<file path="src/rtl/vga_pkg.sv">
// Shared types and default timing for the VGA scan-out path.
package vga_pkg;

  localparam int unsigned BYTE_BITS = 8;

  localparam int unsigned DEF_PIX_DIV     = 2;
  localparam int unsigned DEF_H_VISIBLE   = 640;
  localparam int unsigned DEF_H_FRONT     = 16;
  localparam int unsigned DEF_H_SYNC      = 96;
  localparam int unsigned DEF_H_BACK      = 48;
  localparam int unsigned DEF_V_VISIBLE   = 480;
  localparam int unsigned DEF_V_FRONT     = 10;
  localparam int unsigned DEF_V_SYNC      = 2;
  localparam int unsigned DEF_V_BACK      = 33;
  localparam int unsigned DEF_SCALE_SHIFT = 1;
  localparam int unsigned DEF_ADDR_BITS   = 17;

  typedef enum logic [1:0] {
    VGA_IDLE  = 2'd0,
    VGA_RUN   = 2'd1,
    VGA_DRAIN = 2'd2
  } vga_state_t;

  // Total positions on one axis (visible + front porch + sync + back porch).
  function automatic int unsigned axis_total(input int unsigned vis, input int unsigned front,
                                             input int unsigned sync, input int unsigned back);
    return vis + front + sync + back;
  endfunction

endpackage

</file>
<file path="src/rtl/vga_axis_counter.sv">
// One raster axis: position counter with registered visible/sync/last-position flags.
module vga_axis_counter
  import vga_pkg::*;
#(
  parameter int unsigned VIS   = DEF_H_VISIBLE,
  parameter int unsigned FRONT = DEF_H_FRONT,
  parameter int unsigned SYNC  = DEF_H_SYNC,
  parameter int unsigned BACK  = DEF_H_BACK,
  parameter int unsigned W     = 10
) (
  input  logic         clk,
  input  logic         reset,
  input  logic         clr,
  input  logic         inc,
  output logic [W-1:0] pos,
  output logic         visible,
  output logic         sync,
  output logic         wrap
);

  localparam int unsigned TOTAL = axis_total(VIS, FRONT, SYNC, BACK);
  localparam logic [W-1:0] LAST    = W'(TOTAL - 1);
  localparam logic [W-1:0] VIS_END = W'(VIS);
  localparam logic [W-1:0] SYNC_LO = W'(VIS + FRONT);
  localparam logic [W-1:0] SYNC_HI = W'(VIS + FRONT + SYNC);
  localparam logic VIS_AT0  = (VIS > 0);
  localparam logic SYNC_AT0 = ((VIS + FRONT) == 0) && (SYNC > 0);
  localparam logic WRAP_AT0 = (TOTAL == 1);

  logic [W-1:0] pos_nxt;

  always_comb begin
    pos_nxt = pos;
    if (clr) begin
      pos_nxt = '0;
    end else if (inc) begin
      pos_nxt = (pos == LAST) ? '0 : pos + W'(1);
    end
  end

  // Flags are registered from the next position so they line up with pos.
  always_ff @(posedge clk or negedge reset) begin
    if (!reset) begin
      pos     <= '0;
      visible <= VIS_AT0;
      sync    <= SYNC_AT0;
      wrap    <= WRAP_AT0;
    end else begin
      pos     <= pos_nxt;
      visible <= (pos_nxt < VIS_END);
      sync    <= (pos_nxt >= SYNC_LO) && (pos_nxt < SYNC_HI);
      wrap    <= (pos_nxt == LAST);
    end
  end

endmodule

</file>
<file path="src/rtl/vga_scan_ctrl.sv">
// VGA scan sequencer: raster timing, frame-buffer read issue, and a one-tick
// alignment stage that presents the returned byte with matching sync.
module vga_scan_ctrl
  import vga_pkg::*;
#(
  parameter int unsigned PIX_DIV     = DEF_PIX_DIV,
  parameter int unsigned H_VISIBLE   = DEF_H_VISIBLE,
  parameter int unsigned H_FRONT     = DEF_H_FRONT,
  parameter int unsigned H_SYNC      = DEF_H_SYNC,
  parameter int unsigned H_BACK      = DEF_H_BACK,
  parameter int unsigned V_VISIBLE   = DEF_V_VISIBLE,
  parameter int unsigned V_FRONT     = DEF_V_FRONT,
  parameter int unsigned V_SYNC      = DEF_V_SYNC,
  parameter int unsigned V_BACK      = DEF_V_BACK,
  parameter int unsigned SCALE_SHIFT = DEF_SCALE_SHIFT,
  parameter int unsigned ADDR_BITS   = DEF_ADDR_BITS
) (
  input  logic                 clk,
  input  logic                 reset,
  input  logic                 enable,
  output logic                 rd_en,
  output logic [ADDR_BITS-1:0] rd_addr,
  input  logic [BYTE_BITS-1:0] rd_data,
  output logic [BYTE_BITS-1:0] pixel_byte,
  output logic                 hsync,
  output logic                 vsync,
  output logic                 frame_start,
  output logic                 busy
);

  localparam int unsigned H_TOTAL = axis_total(H_VISIBLE, H_FRONT, H_SYNC, H_BACK);
  localparam int unsigned V_TOTAL = axis_total(V_VISIBLE, V_FRONT, V_SYNC, V_BACK);
  localparam int unsigned HW      = $clog2(H_TOTAL + 1);
  localparam int unsigned VW      = $clog2(V_TOTAL + 1);
  localparam int unsigned DW      = (PIX_DIV > 1) ? $clog2(PIX_DIV) : 1;
  localparam logic [DW-1:0] DIV_LAST = DW'(PIX_DIV - 1);
  localparam logic [ADDR_BITS-1:0] FB_W = ADDR_BITS'(H_VISIBLE >> SCALE_SHIFT);

  vga_state_t state, state_nxt;
  logic [DW-1:0] div, div_nxt;
  logic flush, flush_nxt, flushed, flushed_nxt;
  logic vis_d, vis_d_nxt, hs_d, hs_d_nxt, vs_d, vs_d_nxt, first_d, first_d_nxt;
  logic rd_en_nxt, hsync_nxt, vsync_nxt, frame_start_nxt, busy_nxt;
  logic [ADDR_BITS-1:0] rd_addr_nxt, addr_c;
  logic [BYTE_BITS-1:0] pixel_byte_nxt;

  logic [HW-1:0] h_pos;
  logic [VW-1:0] v_pos;
  logic h_vis, h_sync, h_wrap, v_vis, v_sync, v_wrap;
  logic running_c, phase_c, tick_c, frame_end_c, cnt_clr_c;

  vga_axis_counter #(
    .VIS(H_VISIBLE), .FRONT(H_FRONT), .SYNC(H_SYNC), .BACK(H_BACK), .W(HW)
  ) u_h_cnt (
    .clk(clk), .reset(reset), .clr(cnt_clr_c), .inc(tick_c),
    .pos(h_pos), .visible(h_vis), .sync(h_sync), .wrap(h_wrap)
  );

  vga_axis_counter #(
    .VIS(V_VISIBLE), .FRONT(V_FRONT), .SYNC(V_SYNC), .BACK(V_BACK), .W(VW)
  ) u_v_cnt (
    .clk(clk), .reset(reset), .clr(cnt_clr_c), .inc(tick_c && h_wrap),
    .pos(v_pos), .visible(v_vis), .sync(v_sync), .wrap(v_wrap)
  );

  // Reads are issued at div==0; the previous pixel is captured on that same edge,
  // giving exactly PIX_DIV clocks between rd_en and the byte on pixel_byte.
  assign running_c   = (state != VGA_IDLE);
  assign phase_c     = running_c && (div == '0);
  assign tick_c      = running_c && (div == DIV_LAST) && !flush && !flushed;
  assign frame_end_c = tick_c && h_wrap && v_wrap;

  always_comb begin
    addr_c = ADDR_BITS'(v_pos >> SCALE_SHIFT) * FB_W + ADDR_BITS'(h_pos >> SCALE_SHIFT);
  end

  always_comb begin
    state_nxt       = state;
    div_nxt         = div;
    flush_nxt       = flush;
    flushed_nxt     = flushed;
    vis_d_nxt       = vis_d;
    hs_d_nxt        = hs_d;
    vs_d_nxt        = vs_d;
    first_d_nxt     = first_d;
    rd_en_nxt       = 1'b0;
    rd_addr_nxt     = rd_addr;
    pixel_byte_nxt  = pixel_byte;
    hsync_nxt       = hsync;
    vsync_nxt       = vsync;
    frame_start_nxt = 1'b0;
    cnt_clr_c       = 1'b0;

    if (running_c) begin
      div_nxt = (div == DIV_LAST) ? '0 : div + DW'(1);
    end

    if (phase_c) begin
      pixel_byte_nxt = vis_d ? rd_data : '0;
      hsync_nxt      = ~hs_d;
      vsync_nxt      = ~vs_d;
      if (flush || flushed) begin
        // End-of-frame flush: emit the last staged pixel, issue nothing new.
        flush_nxt   = 1'b0;
        flushed_nxt = flush;
        vis_d_nxt   = 1'b0;
        hs_d_nxt    = 1'b0;
        vs_d_nxt    = 1'b0;
        first_d_nxt = 1'b0;
      end else begin
        frame_start_nxt = first_d;
        rd_en_nxt       = h_vis && v_vis;
        if (h_vis && v_vis) begin
          rd_addr_nxt = addr_c;
        end
        vis_d_nxt   = h_vis && v_vis;
        hs_d_nxt    = h_sync;
        vs_d_nxt    = v_sync;
        first_d_nxt = (h_pos == '0) && (v_pos == '0);
      end
    end

    if (frame_end_c && (state == VGA_DRAIN) && !enable) begin
      flush_nxt = 1'b1;
    end

    case (state)
      VGA_IDLE: begin
        if (enable) begin
          state_nxt = VGA_RUN;
          div_nxt   = '0;
          cnt_clr_c = 1'b1;
        end
      end
      VGA_RUN: begin
        if (!enable) begin
          state_nxt = VGA_DRAIN;
        end
      end
      VGA_DRAIN: begin
        if (enable) begin
          state_nxt   = VGA_RUN;
          flush_nxt   = 1'b0;
          flushed_nxt = 1'b0;
        end else if (flushed && phase_c) begin
          state_nxt       = VGA_IDLE;
          div_nxt         = '0;
          cnt_clr_c       = 1'b1;
          flush_nxt       = 1'b0;
          flushed_nxt     = 1'b0;
          vis_d_nxt       = 1'b0;
          hs_d_nxt        = 1'b0;
          vs_d_nxt        = 1'b0;
          first_d_nxt     = 1'b0;
          rd_en_nxt       = 1'b0;
          rd_addr_nxt     = '0;
          pixel_byte_nxt  = '0;
          hsync_nxt       = 1'b1;
          vsync_nxt       = 1'b1;
          frame_start_nxt = 1'b0;
        end
      end
      default: state_nxt = VGA_IDLE;
    endcase

    busy_nxt = (state_nxt != VGA_IDLE);
  end

  always_ff @(posedge clk or negedge reset) begin
    if (!reset) begin
      state       <= VGA_IDLE;
      div         <= '0;
      flush       <= 1'b0;
      flushed     <= 1'b0;
      vis_d       <= 1'b0;
      hs_d        <= 1'b0;
      vs_d        <= 1'b0;
      first_d     <= 1'b0;
      rd_en       <= 1'b0;
      rd_addr     <= '0;
      pixel_byte  <= '0;
      hsync       <= 1'b1;
      vsync       <= 1'b1;
      frame_start <= 1'b0;
      busy        <= 1'b0;
    end else begin
      state       <= state_nxt;
      div         <= div_nxt;
      flush       <= flush_nxt;
      flushed     <= flushed_nxt;
      vis_d       <= vis_d_nxt;
      hs_d        <= hs_d_nxt;
      vs_d        <= vs_d_nxt;
      first_d     <= first_d_nxt;
      rd_en       <= rd_en_nxt;
      rd_addr     <= rd_addr_nxt;
      pixel_byte  <= pixel_byte_nxt;
      hsync       <= hsync_nxt;
      vsync       <= vsync_nxt;
      frame_start <= frame_start_nxt;
      busy        <= busy_nxt;
    end
  end

endmodule

</file>
<file path="config.mk">
export PLATFORM = sky130hd
export DESIGN_NAME = vga_scan_ctrl
export DESIGN_NICKNAME = d
export VERILOG_FILES = /design/src/rtl/vga_pkg.sv /design/src/rtl/vga_axis_counter.sv /design/src/rtl/vga_scan_ctrl.sv
export SDC_FILE = /design/constraint.sdc
export NUM_CORES = 1
export LEC_CHECK = 0
export CAP_MARGIN = 20
export CORE_AREA = 2 2 106 108
export DETAILED_ROUTE_END_ITERATION = 12
export DIE_AREA = 0 0 108 110
export GPL_ROUTABILITY_DRIVEN = 0
export GPL_TIMING_DRIVEN = 0
export PLACE_DENSITY_LB_ADDON = 0.08
export SLEW_MARGIN = 30
export SYNTH_ARGS = -nofsm -noshare
export SYNTH_HDL_FRONTEND = slang
export SYNTH_SLANG_ARGS = --single-unit
</file>
<file path="constraint.sdc">
create_clock -name clk -period 4.8 [get_ports clk]
set_input_delay 0.72 -clock clk [delete_from_list [all_inputs] [get_ports clk]]
set_output_delay 0.72 -clock clk [all_outputs]
set_load 0.05 [all_outputs]
</file>
* Word level (Yosys, flattened, before mapping) *
Index checks and enable logic that the tools add are counted.
W data, S select, Z words.

storage, ports and cells
  input bits = 11
  flip-flop bits (word level) = 65
  output and inout port bits = 30

operators by class
  bitwise logic cells = 3
  reduce and logical (&&, ||, !) cells = 22
  add/sub/neg operators = 4
  $lt $le $gt $ge = 6
  multiplexer cells = 80
  equal/unequal tests = 6
  $mul = 1

operators with widths
  operator                 number
  $mux W17                 6
  $mux W10                 6
  $mux W1                  56
  $eq A10 B10 Y1 const B   4
  $mux W8                  5
  $add A10 B1 Y10 const B  2
  $logic_not A10 Y1        2
  $lt A10 B10 Y1 const B   2
  $lt A10 B9 Y1 const B    2
  $add A17 B9 Y17          1
  $logic_and A1 B1 Y1      13
  $mul A9 B3 Y11 const B   1
  $ge A10 B10 Y1 const B   1
  $ge A10 B9 Y1 const B    1
  $mux W2                  4
  $pmux W2 S3              1
  $pmux W1 S2              2
  $reduce_bool A2 Y1       2
  $logic_not A1 Y1         3
  $not A1 Y1               3
  $eq A2 B1 Y1 const B     1
  $eq A2 B2 Y1 const B     1
  $logic_not A2 Y1         1
  $add A1 B1 Y1 const B    1
  $logic_or A1 B1 Y1       1

* Depth between registers and ports, before layout *
  depth after elaboration = 12
  gate-level depth with buffers = 10

* By module *
A second synthesis with hierarchy kept.

second synthesis, totals
  cells, all modules = 406
  area total of the unflattened synthesis = 3,963.8 um^2

by module, submodules not included
  module                      seq. area each (um^2)  times used  area each (um^2)  cells an instance
  vga_scan_ctrl               978.4                  1           2,240.9           229
  vga_axis_counter (u_v_cnt)  326.6                  1           899.6             96
  vga_axis_counter (u_h_cnt)  326.6                  1           823.3             81

* Worst setup path after synthesis *
Ideal clock, no wire load.

  path kind = register -> register
  from = register u_v_cnt.pos[2]
  to = register rd_addr[15]
  data arrival time = 2.430 ns
  slack = 2.292 ns
  clock period less this slack = 2.508 ns
  path buffers = 0
  stages on the path, launching flop included = 10
  setup time = 0.078 ns
  cells stage by stage = dfrtp_1 > ha_1 > ha_1 > fa_1 > a211oi_1 > nor2_1 > xor2_1 > nand4_1 > xor2_1 > a21oi_1

on the way
  cells in the longest elaborated chain, start to end = 8

RTL lines
  element                    RTL line                RTL
  start: declaration         vga_axis_counter.sv:15  output logic [W-1:0] pos,
  start signal: assignment   vga_axis_counter.sv:49  pos <= pos_nxt;
  $mul A9 B3 Y11 *           vga_scan_ctrl.sv:74     addr_c = ADDR_BITS'(v_pos >> SCALE_SHIFT) * FB_W + ADDR_BITS'(h_pos >> SCALE_SHIFT);
  $add A17 B9 Y17 *          vga_scan_ctrl.sv:74
  $mux W17 *                 vga_scan_ctrl.sv:113    if (h_vis && v_vis) begin
  $mux W17 *                 vga_scan_ctrl.sv:102    if (flush || flushed) begin
  $mux W17 *                 vga_scan_ctrl.sv:98     if (phase_c) begin
  $mux W17                   vga_scan_ctrl.sv:145    end else if (flushed && phase_c) begin
  $mux W17                   vga_scan_ctrl.sv:141    if (enable) begin
  $mux W17 *                 vga_scan_ctrl.sv:127    case (state)
  named net rd_addr_nxt[15]  vga_scan_ctrl.sv:44     logic [ADDR_BITS-1:0] rd_addr_nxt, addr_c;
  end signal: assignment     vga_scan_ctrl.sv:196    rd_addr <= rd_addr_nxt;
  end: declaration           vga_scan_ctrl.sv:22     output logic [ADDR_BITS-1:0] rd_addr,

Mark *: on every way through the listed nets, which the timed path passes. The rest lies on a longest branch.

* Worst setup path in the final report *
  from = register u_v_cnt.pos[1]
  to = register rd_addr[16]

The elaborated chain is that of the path after synthesis.

==> results.txt <==
Status = complete, no violations
Seq/Total Area, Yosys = 44.3%
Clk slew on worst S/H paths = 0.08 ns
Final hold violation count = 0
Worst VDD drop = 0.258 mV
Max stage delay on crit path = 0.52 ns
Total Power = 0.00192 W
Tot GR Track Use = 16.4%
Antenna viol nets, final = 0
Layout cells sized above 1 = 9.01%
Crit-path cells = ha_1 > ha_1 > fa_1 > a211oi_1 > nor2_1 > xor2_1 > nand4_1 > xnor2_1 > a21oi_1
Final wirelength = 8.90 mm
Wire per inst = 15.2 um
Setup TNS = 0 ns
Clock Sink Count = 65
Worst path required time = 5.01 ns
Die ar. = 0.0119 mm^2
Post-CTS setup buffer count = 0
Ys async rst share = 100%
YS warnings = 0
Fin crit period = 2.87 ns
Fin crit share = 59.7%
TritonCTS Buffers = 9
Layout area overhead = 21.7%
Synth unique cells = 57
Fillers = 1,083
# rows = 38
Vias in the first global route = 2,911
WS Path Type = reg2reg
Hold WC Path Type = in2async
Area of the core = 0.0107 mm^2
P_leak = 2.01 nW
Overflow after GRT = 0
Die Span Y = 110 um
Setup Skew = 0.0116 ns
DR vias/cell = 5.04
First-pass GRT wire length = 15.0 mm
Most frequent cells after synthesis = dfrtp_1 (61), nand2_1 (49), nor2_1 (45), a21oi_1 (26), ha_1 (23)
Synth top area share = 41.5%
Pre-antenna DRT Iters = 4
DP Wirelength = 6.53 mm
Mean post-synth cell area = 9.51 um^2
Critical Path Most Common Cell = ha_1
H-tree Lvls = 3
Final number of setup-violating endpoints = 0
Final #Nets = 475
Slew Limit Fails = 0
Achievable Freq = 349 MHz
Mapped Nets = 423
Largest net degree at the start of global routing = 45
Syn Inst Count = 387
Number of flops mapped to enable cells by yosys = 0
CTS Buffer Depth = 2
Worst-Margin Slew = 0.648 ns
Most numerous cell in the Yosys netlist = dfrtp_1
CP startpoint kind = flop
DR vias = 2,942
Initial antenna violation count = 0
Post_cts resized = 0
Area leader, netlist = dfrtp_1
Cell at the slowest stage of the critical path = dfrtp_1
Starting density of the core = 34.4%
Worst-path fanout max = 8
Post-synth top flop = dfrtp_1
Slew HR = 56.8%
Register bit total from synthesis = 65
Area contributors post-synth = dfrtp_1 (41%), ha_1 (7.8%), nand2_1 (5.0%), nor2_1 (4.6%), xor2_1 (4.0%)
Crit path capture type = flop
Clk_lat worst skew = 0.35 ns
Mapped Area = 0.00368 mm^2
DR iter-0 viols = 123
Clk Tree Root Cell = clkbuf_8
Buffers on Ports = 40
WP data arrival = 3.08 ns
CTS Hold Bufs = 0
Power density cells = 430 mW/mm^2
CTS tree = yes
Chip width = 108 um
Maxcap violations = 0
Drc violations = 0
RSZ-0062 raised after global routing = false
# diodes = 0
Num ports = 41
logic make-up (layout without fill, tap and decap cells):
kind of cell    after synthesis  after routing  share of synthesized area [%]
fa+ha+maj                    25             25                           8.91
buf+inv                      28             85                           3.40
xor+xnor                     30             30                           7.14
compound gates               70             70                           12.2
mux                           1              1                          0.272
simple gates                168            168                           23.8
flops                        65             65                           44.3
report_power, final:
part,switching [W],internal (W),total [W]
combinational,0.000492,0.000249,0.000741
sequential,0.0000535,0.000646,0.000699
clock,0.000217,0.000267,0.000484
placed cells by master (no fill, tap or decap), types with 2 or more instances in the layout:
cell type        Yosys  final
dfrtp_1             61     61
nand2_1             49     49
nor2_1              45     45
clkdlybuf4s50_1      0     39
a21oi_1             26     26
ha_1                23     23
xor2_1              17     17
nand3_1             13     13
xnor2_1             13     13
inv_1               12     12
clkbuf_8             0     11
nor3_1              10     10
nand4_1             10     10
o21ai_0             10     10
clkbuf_1             8     10
a22oi_1              8      8
and3_1               6      6
nor2b_1              5      5
a211oi_1             5      5
buf_2                4      4
nand2b_1             4      4
a21o_1               4      4
o22ai_1              4      4
dfstp_2              4      4
buf_6                2      2
and2_1               2      2
nor4_1               2      2
and4bb_2             2      2
or3_1                2      2
a32oi_1              2      2
or2_2                2      2
o2111ai_1            2      2
or4b_2               2      2
nor4b_1              2      2
fa_1                 2      2
clkinv_2             0      2
path summary, 6_finish.rpt:
| kind | startpoint | end | slack (ns) | depth (start not counted) |
|---|---|---|---|---|
| hold reg to reg | vis_d$_DFF_PN0_ | vis_d$_DFF_PN0_ | 0.48 | 1 |
| hold / removal | reset | div$_DFF_PN0_ | 0.28 | 1 |
| min in group clk | vis_d$_DFF_PN0_ | vis_d$_DFF_PN0_ | 0.48 | 1 |
| max in group asynchronous | reset | u_h_cnt.visible$_DFF_PN1_ | 3.94 | 2 |
| setup reg to reg | u_v_cnt.pos[1]$_DFF_PN0_ | rd_addr[16]$_DFF_PN0_ | 1.93 | 9 |
| setup / recovery | u_v_cnt.pos[1]$_DFF_PN0_ | rd_addr[16]$_DFF_PN0_ | 1.93 | 9 |
critical path, delay by kind of cell, from the launching register on:
kind | cells | cell delay [ns]
simple gates | 2 | 0.27
flops | 1 | 0.52
xor+xnor | 2 | 0.54
fa+ha+maj | 3 | 0.89
compound gates | 2 | 0.51
cell type report:
cell class	count	area, um^2	area share (%)
clock buffer	13	159	3.55
buffer	15	76.3	1.70
sequential	65	1630	36.4
multi-input combinational	294	1920	42.9
clock inverter	3	40.0	0.894
timing repair buffer	41	425	9.50
inverter	13	48.8	1.09
tap	140	175	3.91
flip-flops by register name, summed over array words and instances (netlist names), 2 cells and up:
name,cells
u_h_cnt.pos,10
rd_addr,17
u_v_cnt.pos,10
state,2
pixel_byte,8
stage by stage:
| stage | util, % | hold slack (ns) | setup slack (ns) | instance area (um^2) | std cells |
|---|---|---|---|---|---|
| 3_3_place_gp | 39.8 | 0.456 | 0.713 | 4260 | 567 |
| 4_1_cts | 41.9 | 0.274 | 1.88 | 4480 | 584 |
| 6_report | 41.9 | 0.277 | 1.93 | 4480 | 584 |
| 3_5_place_dp | 40.0 | 0.463 | 1.77 | 4280 | 568 |
| 2_1_floorplan | - | 0.424 | 2.29 | 3680 | 387 |
| 5_1_grt | 41.9 | 0.281 | 1.68 | 4480 | 584 |
layer usage:
layer	vias to the layer above	global-route usage, %	wire length, um
li1	1471	-	-
met1	1414	22.4	4550
met2	47	25.7	3920
met3	10	2.82	292
met4	0	6.78	140
met5	-	0	0
(Power assumes the default switching activity.)
